### src/rtl/param_updown_counter.sv
// -----------------------------------------------------------------------------
// param_updown_counter
//
// Parametrised up/down modulo counter with a built-in prescaler, synchronous
// parallel load, terminal-count and wrap-event outputs. The count range is
// 0..MAX_VAL. One count step happens every PRESCALE enabled clock cycles.
//
// Parameters:
//   WIDTH    - counter bit width (1..32)
//   MAX_VAL  - highest count value, MAX_VAL <= 2^WIDTH-1
//   PRESCALE - enabled clk cycles per count step (1..65535)
//
// Ports:
//   clk      in   system clock, rising-edge
//   rst      in   synchronous reset, active-high
//   En       in   count enable; low freezes count and prescaler
//   up_dn    in   direction, 1 = up, 0 = down
//   load     in   synchronous parallel load strobe (ignores En)
//   load_val in   value to load, clamped to MAX_VAL
//   cnt      out  current count (registered)
//   step     out  registered pulse, high in the cycle the new count appears
//   tc       out  terminal count, combinational from cnt and up_dn
//   wrap     out  registered pulse, high in the cycle after a wrap-around step
// -----------------------------------------------------------------------------
module param_updown_counter #(
  parameter int unsigned WIDTH    = 8,
  parameter int unsigned MAX_VAL  = 255,
  parameter int unsigned PRESCALE = 1
) (
  input  logic             clk,
  input  logic             rst,
  input  logic             En,
  input  logic             up_dn,
  input  logic             load,
  input  logic [WIDTH-1:0] load_val,
  output logic [WIDTH-1:0] cnt,
  output logic             step,
  output logic             tc,
  output logic             wrap
);

  // Prescaler needs at least one bit even when every cycle is a tick.
  localparam int unsigned PS_W = (PRESCALE > 1) ? $clog2(PRESCALE) : 1;

  localparam logic [WIDTH-1:0] MAX_C   = MAX_VAL[WIDTH-1:0];
  localparam logic [WIDTH-1:0] ZERO_C  = {WIDTH{1'b0}};
  // One bit wider so the clamp compare stays meaningful when MAX_VAL is all ones.
  localparam logic [WIDTH:0]   MAX_X   = {1'b0, MAX_C};
  localparam logic [PS_W-1:0]  PS_LAST = PS_W'(PRESCALE - 1);
  localparam logic [PS_W-1:0]  PS_ZERO = {PS_W{1'b0}};

  // Next value when stepping up: {wrap, count}
  function automatic logic [WIDTH:0] count_up(input logic [WIDTH-1:0] c);
    logic [WIDTH:0] r;
    if (c == MAX_C) begin
      r = {1'b1, ZERO_C};
    end else begin
      r = {1'b0, c + WIDTH'(1)};
    end
    return r;
  endfunction

  // Next value when stepping down: {wrap, count}
  function automatic logic [WIDTH:0] count_down(input logic [WIDTH-1:0] c);
    logic [WIDTH:0] r;
    if (c == ZERO_C) begin
      r = {1'b1, MAX_C};
    end else begin
      r = {1'b0, c - WIDTH'(1)};
    end
    return r;
  endfunction

  logic [WIDTH-1:0] cnt_q, cnt_d;
  logic [PS_W-1:0]  ps_q, ps_d;
  logic             step_q, step_d;
  logic             wrap_q, wrap_d;
  logic             tick_s;
  logic [WIDTH-1:0] load_clamped_s;
  logic [WIDTH:0]   stepped_s;

  // Clamp the parallel-load value into the legal count range.
  always_comb begin
    load_clamped_s = load_val;
    if ({1'b0, load_val} > MAX_X) begin
      load_clamped_s = MAX_C;
    end else begin
      load_clamped_s = load_val;
    end
  end

  // Prescaler: a tick fires on the last enabled cycle of each period; load restarts the period.
  always_comb begin
    ps_d   = ps_q;
    tick_s = 1'b0;
    if (load) begin
      ps_d = PS_ZERO;
    end else if (En) begin
      if (ps_q == PS_LAST) begin
        ps_d   = PS_ZERO;
        tick_s = 1'b1;
      end else begin
        ps_d = ps_q + PS_W'(1);
      end
    end else begin
      ps_d = ps_q;
    end
  end

  // Candidate count for a step in the currently requested direction.
  always_comb begin
    stepped_s = {1'b0, cnt_q};
    if (up_dn) begin
      stepped_s = count_up(cnt_q);
    end else begin
      stepped_s = count_down(cnt_q);
    end
  end

  // Count next-state: load beats a coincident tick, which is simply dropped.
  always_comb begin
    cnt_d  = cnt_q;
    step_d = 1'b0;
    wrap_d = 1'b0;
    if (load) begin
      cnt_d = load_clamped_s;
    end else if (tick_s) begin
      cnt_d  = stepped_s[WIDTH-1:0];
      step_d = 1'b1;
      wrap_d = stepped_s[WIDTH];
    end else begin
      cnt_d = cnt_q;
    end
  end

  // State registers with synchronous reset.
  always_ff @(posedge clk) begin
    if (rst) begin
      cnt_q  <= ZERO_C;
      ps_q   <= PS_ZERO;
      step_q <= 1'b0;
      wrap_q <= 1'b0;
    end else begin
      cnt_q  <= cnt_d;
      ps_q   <= ps_d;
      step_q <= step_d;
      wrap_q <= wrap_d;
    end
  end

  assign cnt  = cnt_q;
  assign step = step_q;
  assign wrap = wrap_q;
  assign tc   = up_dn ? (cnt_q == MAX_C) : (cnt_q == ZERO_C);

  param_updown_counter_chk #(
    .WIDTH   (WIDTH),
    .MAX_VAL (MAX_VAL)
  ) u_chk (
    .clk  (clk),
    .rst  (rst),
    .cnt  (cnt_q),
    .step (step_q),
    .wrap (wrap_q)
  );

endmodule

// -----------------------------------------------------------------------------
// param_updown_counter_chk
//
// Invariants of the counter: count stays in range, a wrap is always a step,
// and one cycle after reset everything is back at zero.
//
// Ports:
//   clk, rst  in  counter clock and reset
//   cnt       in  registered count
//   step      in  registered step pulse
//   wrap      in  registered wrap pulse
// -----------------------------------------------------------------------------
module param_updown_counter_chk #(
  parameter int unsigned WIDTH   = 8,
  parameter int unsigned MAX_VAL = 255
) (
  input logic             clk,
  input logic             rst,
  input logic [WIDTH-1:0] cnt,
  input logic             step,
  input logic             wrap
);

  localparam logic [WIDTH:0] MAX_X = {1'b0, MAX_VAL[WIDTH-1:0]};

  logic rst_q;

  // Remember that the previous edge was a reset edge.
  always_ff @(posedge clk) begin
    rst_q <= rst;
  end

  // Invariant checks sampled on every edge.
  always_ff @(posedge clk) begin
    if (rst_q) begin
      a_reset_vals: assert (cnt == {WIDTH{1'b0}} && !step && !wrap);
    end else begin
      a_in_range: assert ({1'b0, cnt} <= MAX_X);
      a_wrap_is_step: assert (!wrap || step);
    end
  end

endmodule

### config.mk
export PLATFORM = sky130hd
export DESIGN_NAME = param_updown_counter
export DESIGN_NICKNAME = d
export VERILOG_FILES = /design/src/rtl/param_updown_counter.sv
export SDC_FILE = /design/constraint.sdc
export NUM_CORES = 1
export LEC_CHECK = 0
export ABC_AREA = 1
export ABC_CLOCK_PERIOD_IN_PS = 2700
export BUFFER_PORTS_ARGS = -buffer_cell sky130_fd_sc_hd__buf_4
export CORE_MARGIN = 2
export CORE_UTILIZATION = 50
export CTS_CLUSTER_SIZE = 20
export DETAILED_ROUTE_END_ITERATION = 6
export GPL_ROUTABILITY_DRIVEN = 0
export PLACE_DENSITY = 0.77
export SLEW_MARGIN = 15
export SYNTH_ARGS = -nofsm -noshare
export SYNTH_HDL_FRONTEND = slang
export SYNTH_SLANG_ARGS = --single-unit
export TNS_END_PERCENT = 10
### constraint.sdc
create_clock -name clk -period 2.7 [get_ports clk]
set_input_delay 0 -clock clk [delete_from_list [all_inputs] [get_ports clk]]
set_output_delay 0 -clock clk [all_outputs]
set_load 0.05 [all_outputs]
# ---- Word-level counts from Yosys, hierarchy flattened
# Index checks and enable logic that the tools add are counted.
dict set report word_totals {
  reg_bits 11
  input_bits 13
  output_inout_bits 11
  wordCells 24
}
dict set report op_classes {
  add_sub_neg 3
  eq_ne 1
  n_mux 11
  bitwise_logic 1
  reduce_logical 4
}
# op n
set ops {}
lappend ops {{9-bit 2-to-1 mux} 3}
lappend ops {{8-bit 2-to-1 mux} 2}
lappend ops {{8-bit by 1-bit adder with 8-bit output, second input constant} 1}
lappend ops {{8-bit equality test, second input constant} 1}
lappend ops {{8-bit logical NOT} 1}
lappend ops {{8-bit by 1-bit subtractor with 8-bit output, second input constant} 1}
lappend ops {{1-bit 2-to-1 mux} 6}
lappend ops {{3-bit OR reduction} 1}
lappend ops {{2-bit nonzero test} 1}
lappend ops {{2-bit OR reduction} 1}
lappend ops {{1-bit adder, second input constant} 1}
lappend ops {{1-bit NOT} 1}

# ---- Longest topological paths before layout
# Gate-level depths: netlist of the first run.
dict set report logic_depth {
  depth_word 5
  mapped_depth 10
  depth_no_buf 9
}

# ---- Least setup slack after synthesis of the first run
# Ideal clock, no wire load.
dict set report synth_path {
  path_kind {register -> register}
  start {reg cnt_q[0] (netlist: cnt[0])}
  end {reg cnt_q[5] (netlist: cnt[5])}
  setup_ps 112
  arrival_time_ps 1605
  t_required_ps 2588
  setup_slack_ps 983
  stages_incl_launch_ff 10
  path_buffers 0
  period_less_slack_ps 1717
  path_cell_list {dfxtp_1 inv_1 ha_1 nor3b_2 nand2_1 nand3_1 nand2_1 nand2_1 nand2_1 nand2_1}
}
dict set report synth_between {
  elab_chain_len 5
  word_cells_on_any_way 9
  cone_classes {add/sub: 2; eq/ne: 1; mux: 5; reduce/logical: 1}
}
# item line
set synth_lines {}
lappend synth_lines {{from (decl)} 74} ;# logic [WIDTH-1:0] cnt_q, cnt_d;
lappend synth_lines {{from (signal assigned)} 144} ;# cnt_q <= cnt_d;
lappend synth_lines {{8-bit by 1-bit subtractor with 8-bit output, or another cell as far along} 69} ;# r = {1'b0, c - WIDTH'(1)};
lappend synth_lines {{9-bit 2-to-1 mux, on equally long branches} {66, 55}}
lappend synth_lines {{9-bit 2-to-1 mux (*)} 113} ;# if (up_dn) begin
lappend synth_lines {{8-bit 2-to-1 mux (*)} 127} ;# end else if (tick_s) begin
lappend synth_lines {{8-bit 2-to-1 mux (*)} 125} ;# if (load) begin
# Every way passes the cells marked *; elsewhere a longest branch is shown, timed or not. The select of a mux whose other input is x is not followed.
# A chain may end at the register's enable or synchronous reset.

# ---- Worst setup path in the final report of the first run
dict set report layout_path {
  start {reg cnt_q[1] (netlist: cnt[1])}
  end {out tc}
}
dict set report layout_between {
  elab_chain_len 2
  word_cells_on_any_way 3
  cone_classes {eq/ne: 1; mux: 1; reduce/logical: 1}
}
# item line
set layout_lines {}
lappend layout_lines {{8-bit equality test or 8-bit logical NOT (tied branches)} 154} ;# assign tc = up_dn ? (cnt_q == MAX_C) : (cnt_q == ZERO_C);
lappend layout_lines {{1-bit 2-to-1 mux (*)} 154}
lappend layout_lines {{to (decl)} 38} ;# output logic tc,
# Every way passes the cells marked *; elsewhere a longest branch is shown, timed or not.

==> flow_summary.toml, run 1 <==
[final_layout]
num-fill-cells = 160
diodes = 0
area_growth_syn_to_layout_pct = 25.8
drive_above_1_share_pct = 23.7
nets = 186
postLayoutCellArea_um2 = 1110
finish.utilization_pct = 65.7

[grt]
grt_max_degree = 11
grt_pass1_vias = 901
antenna_found_initial = 0
grt_usage_pct = 25.0
grt_overflow = 0
grt_pass1_wl_mm = 3.84

[synth]
synth-seq-cells = 10
ys_warn_count = 0
synth_fp_nets = 159
syn_area_um2 = 882
netlist_instances = 143
synth_seq_area_share_pct = 22.7
syn_area_per_cell_um2 = 6.17
netlist-cell-type-count = 24

[critical_path]
max_stage_delay_ns = 0.47
critPathKind = "reg -> out"
cpLargestDelayFamily = "simple AND/OR/NAND/NOR gates"
crit_fanout = 7
r2r_slack_ns = 1.15
start_kind = "flip-flop"
cp-end-kind = "output port"
crit_top_cell = "nand2_1"
r2r-end = "cnt[4]"
worstPathRequired_ns = 2.70
r2r_cells = 7
path_buf_inv = 1
path_cells = "ha_1 > nand2_1 > nor2_1 > nand3_1 > nand2_1 > buf_4"
crit_arrival_ns = 1.76
timing.rr.start = "cnt[0]"
worst_path_max_delay_cell = "dfxtp_1"

[placed_design]
place_area_um2 = 1040
io_buffers = 23
dp_worst_setup_slack_ns = 1.17
dp_hpwl_mm = 1.74

[worst_hold_path]
hold_end = "cnt[0]"
holdPathStages = 3
holdCritPathClass = "in -> reg"
holdCritStartpoint = "load_val[0]"

[floorplan]
die_h_um = 46
die_w_um = 46
top_level_ports = 24
die_area_um2 = 2120
initial_core_util_pct = 52.2
core_um2 = 1690
rows = 15

[job]
maxCapViolCount = 0

[clocking]
clk_latency_ns = 0.28
path_clk_slew_ns = 0.07
tritoncts = "done"
numCtsBuffers = 3
root_buffer = "clkbuf_4"
htree_levels = 1
cts_sinks = 10
postCtsSetupBuffers = 0
clk_path_buf_depth = 2
postCtsHoldBufs = 3
cts_resized = 0

[drt]
ant_nets = 0
routed_wl_mm = 2.28
drc_errors = 0
first_iter_violations = 39
vias = 1035
firstDrtPassIters = 4
wl_per_cell_um = 12.2
viasPerCell = 5.56

[sta]
rsz0062_at_grt = "no"
hold_viol_final = 0
timing.final.crit_share_pct = 65.1
setup_ws_ns = 0.941
drv_slew = 0
setup_viol = 0
period_minus_slack_ns = 1.76
max_freq_ghz = 0.569
fin_setup_tns_ns = 0
tightest_slew_ns = 0.310
fin_skew_ns = 0.00384
max-slew-margin-rel_pct = 79.3

[pwr]
ir_drop_uv = 328
powerDensity_nw_per_um2 = 467
total_leakage_power_nw = 0.571
finalPower_mw = 0.518

[status]
status = "finished clean"
[sequential cells by signal, summed over array words and instances, names as in the netlist]
register and count:
cnt 8, step 1, wrap 1
[worst min-delay path: cells and delay by family]
family / cells / cell delay [ns]
AOI/OAI and AO/OA: 2 / 0.20
buffers and inverters: 1 / 0.08
[power breakdown]
part / internal [mW] / switching (mW)
clock network: 0.0822 / 0.0615
logic: 0.0724 / 0.123
registers: 0.158 / 0.0210
total: 0.312 / 0.206
[area by class of cell]
| class | count | area, um2 | area share [%] |
|---|---|---|---|
| Sequential cell | 10 | 200 | 18.0 |
| Multi-Input combinational cell | 111 | 582 | 52.4 |
| Timing Repair Buffer | 26 | 203 | 18.3 |
| Clock buffer | 4 | 36.3 | 3.27 |
| Tap cell | 17 | 21.3 | 1.92 |
| Inverter | 18 | 67.6 | 6.09 |
[cells by family (layout without fill, tap and decap cells)]
family          after synthesis  in the layout  share of synthesized area [%]
flops                        10             10                           22.7
fa+ha+maj                     3              3                           4.26
buf+inv                      22             48                           11.3
xor+xnor                      3              3                           2.98
simple gates                 86             86                           46.7
compound gates               19             19                           12.1
[cells in the final DEF, fill, tap and decap left out]
cell and instances:
nand4_1 5, nand3_1 18, a21oi_1 6, buf_4 23
inv_1 12, o21ai_0 7, nand3_4 1, dlygate4sd3_1 3
nand2_2 1, inv_2 6, o21ai_1 1, nor3b_2 1
nor2_2 2, nor2_4 1, xor2_1 2, ha_1 3
nor2_8 1, o211ai_1 1, clkbuf_8 1, dfxtp_1 10
clkbuf_4 3, xnor2_1 1, nor2_1 9, a22oi_1 3
a31oi_1 1, nand2_1 47
[stage by stage]
| stage | hold slack [ns] | std cells |
|---|---|---|
| 6_report | 0.0267 | 186 |
| 3_5_place_dp | 0.213 | 179 |
| 2_1_floorplan | 0.0691 | 143 |
| 4_1_cts | 0.0368 | 186 |
| 5_1_grt | 0.0491 | 186 |
| 3_3_place_gp | 0.213 | 179 |
[metal layers]
metal  vias up  part of all wire [%]  GRT usage (%)
met1       461                    39           32.1
met2        50                    50           41.4
met3         5                   8.5           2.38
li1        519                     -              -
met4         0                   2.0           12.0
met5         -                     0              0
[worst max-delay path by stage]
stage            from  slack, ns  depth (start not counted)     end
6_report       cnt[1]       0.94                          6      tc
5_1_grt        cnt[0]       0.82                          6      tc
4_1_cts        cnt[0]       0.95                          6      tc
3_5_place_dp   cnt[0]       1.17                          7  cnt[4]
3_3_place_gp   cnt[0]       1.22                          7  cnt[3]
2_1_floorplan  cnt[0]       0.98                          9  cnt[5]
[synth_stat cells]
| master | number | area, um2 |
|---|---|---|
| a21oi_1 | 6 | 30.0 |
| inv_1 | 12 | 45.0 |
| nor2_8 | 1 | 20.0 |
| nand2_1 | 47 | 176 |
| nor2_2 | 2 | 12.5 |
| o21ai_0 | 7 | 35.0 |
| nand3_4 | 1 | 17.5 |
| ha_1 | 3 | 37.5 |
| a22oi_1 | 3 | 22.5 |
| xnor2_1 | 1 | 8.76 |
| nand4_1 | 5 | 31.3 |
| buf_6 | 2 | 22.5 |
| buf_2 | 2 | 10.0 |
| a31oi_1 | 1 | 6.26 |
| nor2_4 | 1 | 11.3 |
| nand3_1 | 18 | 90.1 |
| o21ai_1 | 1 | 5.00 |
| inv_2 | 6 | 22.5 |
| nand2_2 | 1 | 6.26 |
| o211ai_1 | 1 | 7.51 |
| dfxtp_1 | 10 | 200 |
| nor2_1 | 9 | 33.8 |
| nor3b_2 | 1 | 12.5 |
| xor2_1 | 2 | 17.5 |
No activity file was read; power rests on OpenSTA's default activity.
==> run 2, diff against run 1 <==
--- a/config.mk
+++ b/config.mk
@@ -6,14 +6,14 @@
 export NUM_CORES = 1
 export LEC_CHECK = 0
 export ABC_AREA = 1
-export ABC_CLOCK_PERIOD_IN_PS = 2700
+export ABC_CLOCK_PERIOD_IN_PS = 1600
 export BUFFER_PORTS_ARGS = -buffer_cell sky130_fd_sc_hd__buf_4
 export CORE_MARGIN = 2
-export CORE_UTILIZATION = 50
+export CORE_UTILIZATION = 46
 export CTS_CLUSTER_SIZE = 20
 export DETAILED_ROUTE_END_ITERATION = 6
 export GPL_ROUTABILITY_DRIVEN = 0
-export PLACE_DENSITY = 0.77
+export PLACE_DENSITY = 0.74
 export SLEW_MARGIN = 15
 export SYNTH_ARGS = -nofsm -noshare
 export SYNTH_HDL_FRONTEND = slang
==> constraint.sdc (replaced) <==
create_clock -name clk -period 1.6 [get_ports clk]
set_input_delay 0 -clock clk [delete_from_list [all_inputs] [get_ports clk]]
set_output_delay 0 -clock clk [all_outputs]
set_load 0.05 [all_outputs]
==> flow_summary.toml, run 2 (same netlist as run 1, synthesis figures left out) <==
[floorplan]
die_w_um = 47.8
core_um2 = 1760
die_h_um = 47.8
rows = 15
initial_core_util_pct = 50.0
top_level_ports = 24
die_area_um2 = 2280

[grt]
grt_pass1_vias = 916
grt_usage_pct = 24.2
grt_overflow = 0
grt_pass1_wl_mm = 3.94
grt_max_degree = 11
antenna_found_initial = 0

[placed_design]
io_buffers = 23
dp_hpwl_mm = 1.81
dp_cells = 187

[critical_path]
endpoint = "tc"
critPathKind = "reg -> out"
cpLargestDelayFamily = "simple AND/OR/NAND/NOR gates"
crit_cells = 6
timing.rr.start = "cnt[0]"
worstPathRequired_ns = 1.60
cp-startpoint = "cnt[0]"
start_kind = "flip-flop"
cp-end-kind = "output port"
r2r_cells = 8
r2r_slack_ns = 0.07
max_stage_delay_ns = 0.37
path_buf_inv = 2
crit_fanout = 7
path_cells = "inv_2 > ha_1 > nor3b_4 > nand3_4 > nand2_1 > buf_6"
crit_arrival_ns = 1.53
r2r-end = "cnt[3]"
worst_path_max_delay_cell = "dfxtp_4"

[clocking]
root_buffer = "clkbuf_4"
cts_sinks = 10
tritoncts = "done"
clk_path_buf_depth = 2
clk_latency_ns = 0.27
path_clk_slew_ns = 0.07
htree_levels = 1
numCtsBuffers = 3

[final_layout]
final_cell_mix = "nand2_1, buf_4, nand3_1"
area_growth_syn_to_layout_pct = 30.5
fin_cells = 195
drive_above_1_share_pct = 28.2
diodes = 0
largest_register_ffs = 8
mostFrequentLayoutCell = "nand2_1"
nets = 187

[drt]
firstDrtPassIters = 4
ant_nets = 0
drc_errors = 0
vias = 1038
routed_wl_mm = 2.39
viasPerCell = 5.32
first_iter_violations = 30
wl_per_cell_um = 12.2

[sta]
fin_skew_ns = 0.000923
max-slew-margin-rel_pct = 78.6
max_freq_ghz = 0.654
setup_viol = 0
hold_viol_final = 0
fin_setup_tns_ns = 0
hold_ws_ns = 0.00672
rsz0062_at_grt = "yes"
timing.final.crit_share_pct = 95.5
period_minus_slack_ns = 1.53
tightest_slew_ns = 0.321
drv_slew = 0

[worst_hold_path]
holdCritStartpoint = "load_val[1]"
holdCritPathClass = "in -> reg"

[pwr]
total_leakage_power_nw = 0.579
powerDensity_nw_per_um2 = 765
ir_drop_uv = 556

[job]
maxCapViolCount = 0

[status]
status = "finished clean"
-- run 2: cell count changes in the layout (fill, tap and decap cells not counted), sizes merged --
cell and delta:
dlygate4sd3 -1, buf +2
-- run 2: where the power goes --
group | total [mW] | switching, mW | internal [mW]
Combinational | 0.343 | 0.213 | 0.130
Clock | 0.233 | 0.0948 | 0.138
Sequential | 0.304 | 0.0373 | 0.267
Total | 0.881 | 0.345 | 0.535
-- run 2: through the flow --
stage / power, mW / worst slack, ns / cell area [um2] / util, %
5_1_grt: 0.927 / -0.00962 / 1150 / 65.2
3_5_place_dp: 0.632 / 0.101 / 1060 / 59.9
4_1_cts: 0.876 / 0.00171 / 1140 / 64.7
6_report: 0.881 / 0.0713 / 1150 / 65.2
2_1_floorplan: 0.545 / 0.0729 / 885 / -
3_3_place_gp: 0.629 / 0.181 / 1060 / 59.9
-- run 2: worst min-delay path, cell delays in order --
cell,delay (ns)
buf_4,0.11
nand2_1,0.05
a31oi_1,0.08
-- run 2: worst min-delay path by stage --
stage	end	cells after the start	slack, ns
2_1_floorplan	cnt[0]	1	0.06
3_3_place_gp	cnt[0]	2	0.21
3_5_place_dp	cnt[0]	2	0.20
4_1_cts	cnt[1]	3	0.007
5_1_grt	cnt[1]	3	0.02
6_report	cnt[1]	3	0.007
-- run 2: layout make-up --
cell class,instances,area [um2]
clock buffers,4,36.3
fillers,165,613
inverters,18,67.6
multi-input cells,111,596
flip-flops and latches,10,209
well taps,25,31.3
repair buffers,27,211
-- run 2: metal layers --
metal,share of wire [%],track usage (%),routed length (um)
met4,2.1,8.65,50
met1,44,32.4,1050
met3,6.9,2.26,165
met2,47,40.3,1130
met5,0,0,0
-- run 2: timing repair --
action	4_1_cts	5_1_grt
hold buffers	2	0
setup buffers	2	0
setup endpoints to repair	1	5
pin swaps	1	0
gates resized for setup	3	5
endpoints found under the hold margin	5	0
